### src/rtl/td4_register_bank.sv
// ---------------------------------------------------------------------------
// td4_register_bank
//
// Architectural state of the TD4 4-bit CPU: registers A, B, OUT, the
// program counter and the carry flag, plus a two-flop synchronizer for the
// external input switches.
//
// Every register loads from the shared ALU sum `d` when its load strobe is
// asserted on an enabled cycle. Otherwise it holds its value. The exception
// is the PC, which increments modulo 2^WIDTH when it is not loaded. All
// outputs come straight from flops.
//
// Optional build macro:
//   TD4_STEP_EN - adds a `step` push-button input. The button passes through
//                 its own synchronizer and a rising-edge detector, so that
//                 exactly one instruction commits per press
//                 (effective enable = ce & step_rise).
//
// Ports:
//   clk        in   system clock, rising edge
//   rst        in   synchronous reset, active-high (beats ce and all ld_*)
//   ce         in   cycle enable (synchronizer runs regardless)
//   d          in   ALU sum, load data for every register
//   alu_carry  in   ALU carry-out, captured into c_flag on enabled cycles
//   ld_a       in   load A from d
//   ld_b       in   load B from d
//   ld_out     in   load OUT from d
//   ld_pc      in   load PC from d (jump), else PC increments
//   in_port    in   asynchronous input switches
//   step       in   asynchronous step button (TD4_STEP_EN only)
//   a_q        out  register A
//   b_q        out  register B
//   in_q       out  synchronized in_port
//   out_q      out  output port register
//   pc_q       out  program counter
//   c_flag     out  registered carry flag
// ---------------------------------------------------------------------------
module td4_register_bank #(
  parameter int               WIDTH    = 4,
  parameter logic [WIDTH-1:0] PC_RESET = {WIDTH{1'b0}}
) (
  input  logic             clk,
  input  logic             rst,
  input  logic             ce,
  input  logic [WIDTH-1:0] d,
  input  logic             alu_carry,
  input  logic             ld_a,
  input  logic             ld_b,
  input  logic             ld_out,
  input  logic             ld_pc,
  input  logic [WIDTH-1:0] in_port,
`ifdef TD4_STEP_EN
  input  logic             step,
`endif
  output logic [WIDTH-1:0] a_q,
  output logic [WIDTH-1:0] b_q,
  output logic [WIDTH-1:0] in_q,
  output logic [WIDTH-1:0] out_q,
  output logic [WIDTH-1:0] pc_q,
  output logic             c_flag
);

  localparam logic [WIDTH-1:0] ONE  = {{(WIDTH-1){1'b0}}, 1'b1};
  localparam logic [WIDTH-1:0] ZERO = {WIDTH{1'b0}};

  logic             en;
  logic [WIDTH-1:0] a_d;
  logic [WIDTH-1:0] b_d;
  logic [WIDTH-1:0] out_d;
  logic [WIDTH-1:0] pc_d;
  logic             c_flag_d;
  logic [WIDTH-1:0] s1_q;

`ifdef TD4_STEP_EN
  logic step_s1_q;
  logic step_s2_q;
  logic step_prev_q;
  logic step_rise;

  // Synchronize the step button and remember its previous synchronized level.
  always_ff @(posedge clk) begin
    if (rst) begin
      step_s1_q   <= 1'b0;
      step_s2_q   <= 1'b0;
      step_prev_q <= 1'b0;
    end else begin
      step_s1_q   <= step;
      step_s2_q   <= step_s1_q;
      step_prev_q <= step_s2_q;
    end
  end

  // A single-cycle pulse on the synchronized 0->1 transition, so a held button
  // yields only one step.
  always_comb begin
    step_rise = step_s2_q & ~step_prev_q;
    en        = ce & step_rise;
  end
`else
  // Without the step button the cycle enable is used directly.
  always_comb begin
    en = ce;
  end
`endif

  // Next-state selection for the architectural registers.
  always_comb begin
    a_d      = a_q;
    b_d      = b_q;
    out_d    = out_q;
    pc_d     = pc_q;
    c_flag_d = c_flag;
    if (en) begin
      // All asserted strobes load the same d in the same cycle.
      if (ld_a) begin
        a_d = d;
      end else begin
        a_d = a_q;
      end
      if (ld_b) begin
        b_d = d;
      end else begin
        b_d = b_q;
      end
      if (ld_out) begin
        out_d = d;
      end else begin
        out_d = out_q;
      end
      if (ld_pc) begin
        pc_d = d;
      end else begin
        pc_d = pc_q + ONE;  // wraps naturally at 2^WIDTH
      end
      c_flag_d = alu_carry;
    end else begin
      a_d      = a_q;
      b_d      = b_q;
      out_d    = out_q;
      pc_d     = pc_q;
      c_flag_d = c_flag;
    end
  end

  // Architectural state registers. Reset discards any in-flight loads.
  always_ff @(posedge clk) begin
    if (rst) begin
      a_q    <= ZERO;
      b_q    <= ZERO;
      out_q  <= ZERO;
      pc_q   <= PC_RESET;
      c_flag <= 1'b0;
    end else begin
      a_q    <= a_d;
      b_q    <= b_d;
      out_q  <= out_d;
      pc_q   <= pc_d;
      c_flag <= c_flag_d;
    end
  end

  // Two-flop synchronizer for the input switches. It runs every cycle,
  // independent of the enable.
  always_ff @(posedge clk) begin
    if (rst) begin
      s1_q <= ZERO;
      in_q <= ZERO;
    end else begin
      s1_q <= in_port;
      in_q <= s1_q;
    end
  end

endmodule

### config.mk
export PLATFORM = sky130hd
export DESIGN_NAME = td4_register_bank
export DESIGN_NICKNAME = d
export VERILOG_FILES = /design/src/rtl/td4_register_bank.sv
export SDC_FILE = /design/constraint.sdc
export NUM_CORES = 1
export LEC_CHECK = 0
export CORE_MARGIN = 3
export CORE_UTILIZATION = 30
export DETAILED_ROUTE_END_ITERATION = 8
export GPL_TIMING_DRIVEN = 0
export PLACE_DENSITY = 0.61
export SLEW_MARGIN = 20
export SYNTH_ARGS = -nofsm -noshare
export SYNTH_HDL_FRONTEND = slang
export SYNTH_SLANG_ARGS = --single-unit
### constraint.sdc
create_clock -name clk -period 1.4 [get_ports clk]
set_input_delay 0.35 -clock clk [delete_from_list [all_inputs] [get_ports clk]]
set_output_delay 0.35 -clock clk [all_outputs]
set_load 0.1 [all_outputs]
==> impl_metrics.py <==
metrics = {
    "timing": {
        "finalSetupViolCount": 0,
        "finalHoldViolCount": 0,
        "slew_headroom_pct": 70.9,
        "min_period_ps": 1340,
        "rsz0062_at_grt": "no",
        "max_freq_mhz": 748,
        "worstMarginPinSlew_ps": 436,
        "maxSlewViolCount": 0,
        "finClkSkew_ps": 7.95,
        "fin_crit_sh_pct": 95.5,
    },
    "synthesis": {
        "syn_area_per_cell_sq_um": 9.07,
        "yosys-top-cells-count": "dfxtp_1, nand2_1, a21oi_1, nand3_1, nor2b_1",
        "synthTopCellsByArea": "dfxtp_1, a21oi_1, nand3_1",
        "synthArstFlopShare_pct": 0,
        "ys_seq_area_share_pct": 55.2,
        "syn-num-nets": 117,
        "synth_top_cell_by_area": "dfxtp_1",
        "synth_compound_area_share_pct": 11.0,
        "synth_top_area_share_pct": 55.2,
        "synth_fa_ha_area_share_pct": 1.38,
        "ys_warn_count": 0,
        "synthCells": 100,
        "synth_flop_cell": "dfxtp_1",
        "synth-xor-area-share_pct": 0,
        "synth_edf_count": 0,
        "synthMuxAreaShare_pct": 2.21,
        "syn_area_sq_um": 907,
        "synthSimpleGateAreaFrac_pct": 26.9,
        "post-synth-top-count-cell": "dfxtp_1",
        "ys_ff_latch": 25,
        "synth_top_family_by_area": "simple AND/OR/NAND/NOR gates",
        "synth_cell_types": 20,
    },
    "route": {
        "ant_nets": 0,
        "wire_per_inst_um": 12.9,
        "wirelength_um": 2190,
        "drtIter0Drc": 8,
        "drtPass1Iterations": 5,
        "vias": 820,
        "vias_per_cell": 4.82,
        "route.detailed.drc": 0,
    },
    "critical_path": {
        "cp.depth": 1,
        "crit_chain": "buf_4",
        "path_buf_inv": 1,
        "reg2reg_depth": 3,
        "max_stage_delay_ps": 370,
        "required_ps": 1050,
        "start_kind": "flop",
        "path_delay_family": "flip-flops",
        "endpoint_kind": "output port",
        "cp_slowest_cell": "dfxtp_1",
        "arrival_ps": 990,
        "path_class": "flop to output port",
        "cp_max_fo": 2,
    },
    "pwr": {
        "clock_power_share_pct": 21.9,
        "power_frac_seq_pct": 51.1,
        "comb_power_share_pct": 27.0,
        "power_density_mw_per_mm2": 1160,
        "p_int_mw": 0.969,
        "ir_drop_mv": 0.500,
        "power_leakage_nw": 0.528,
        "p_sw_share_pct": 35.4,
        "p_total_mw": 1.50,
        "p_sw_mw": 0.530,
    },
    "floorplanning": {
        "dieArea_sq_mm": 0.00372,
        "io_pins": 37,
        "die_w_um": 61.0,
        "start_util_pct": 32.1,
        "core_area_sq_mm": 0.00283,
        "die_y_um": 61.0,
        "row_count": 19,
    },
    "placement": {
        "port_buffers": 35,
        "placed_cells": 166,
        "place.gp.congestion": 0.797,
        "dp_hpwl_um": 1610,
    },
    "global_routing": {
        "grt_pass1_vias": 753,
        "grt_pass1_wl_um": 3520,
        "grt_use_total_pct": 13.0,
        "grt.overflow.total": 0,
        "antenna_found_initial": 0,
        "grt_max_degree": 16,
    },
    "final_layout": {
        "diodes": 0,
        "fin_cells": 170,
        "drive_gt1_share_pct": 23.7,
        "syn2layout_area_growth_pct": 42.3,
        "nNetsFinal": 157,
    },
    "clock_tree": {
        "clk_pin_slew_ps": 130,
        "clk_latency_ps": 320,
        "cts_buffers": 3,
        "cts-root-buf": "clkbuf_4",
        "cts_sinks": 25,
        "clk_path_buf_depth": 2,
        "cts_tree": "built",
        "cts-htree-levels": 1,
    },
    "run_status": {
        "status": "finished, final reports clean",
    },
    "worst_hold_path": {
        "min_path_type": "input pin to flop",
        "holdPathStages": 3,
    },
    "run": {
        "maxCapViolCount": 0,
    },
}
## power groups by stage
stage / clock network [mW] / logic [mW] / registers [mW]
final: 0.328 / 0.404 / 0.766
after global routing: 0.373 / 0.423 / 0.773
after CTS: 0.348 / 0.404 / 0.767
after detailed placement: 0 / 0.413 / 0.781
after global placement: 0 / 0.410 / 0.781
after floorplan: 0 / 0.0723 / 0.993
## sequential cells by signal (all words and copies together) (netlist names)
signal and cells:
s1_q 4, out_q 4, in_q 4, c_flag 1, pc_q 4, b_q 4, a_q 4
## repair_timing
action	in CTS	in global routing
hold buffers	0	0
buffers inserted	0	0
resized for setup	126	2
setup endpoints to repair	21	3
## metal layers
metal  routed length [um]  share of wire (%)  GRT usage, %  vias up
met3                  146                6.7          3.62        4
met4                   21               0.96          5.57        0
met1                  961                 44          16.7      372
met2                 1060                 49          20.3       25
li1                     -                  -             -      419
met5                    0                  0             0        -
## cells in the final DEF, fill, tap and decap left out, drive strengths merged, types with 2 or more instances in the layout
cell and n:
nor2b 9, clkbuf 5, a21oi 14, mux2i 2
a31oi 2, nor2 2, dfxtp 25, clkdlybuf4s50 14
nand3 14, nand2b 3, buf 24, o21ai 2
nand2 16
## kinds of logic after synthesis
group                    after synthesis
AND/OR/NAND/NOR                       48
flip-flops                            25
AO/OA/AOI/OAI                         19
buffers and inverters                  5
multiplexers                           2
adder cells (fa/ha/maj)                1
## layout make-up
class | count | area [sq um]
fillers | 285 | 1540
flip-flops and latches | 25 | 513
multi-input cells | 70 | 377
repair buffers | 35 | 302
well taps | 31 | 38.8
plain buffers | 5 | 32.5
clock buffers | 3 | 22.5
clock inverters | 1 | 6.26
## through the flow
stage / worst slack, ps / TNS (ps) / util, % / instance area (sq um) / hold slack [ps]
final: 63.3 / 0 / 45.6 / 1290 / 337
after CTS: 9.19 / 0 / 45.4 / 1280 / 325
after detailed placement: -445 / -11570 / 46.3 / 1310 / 422
after global placement: -442 / -11250 / 46.3 / 1310 / 422
after floorplan: 80.9 / 0 / - / 920 / 414
after global routing: 6.68 / 0 / 45.6 / 1290 / 349
## path summary, 6_finish.rpt
check / startpoint / to / slack, ps
hold / removal: ld_pc / pc_q[3] / 340
hold reg to reg: s1_q[2] / in_q[2] / 450
setup reg to reg: pc_q[0] / pc_q[3] / 240
setup / recovery: a_q[2] / a_q[2] / 60
No activity file was read; power rests on OpenSTA's default activity.
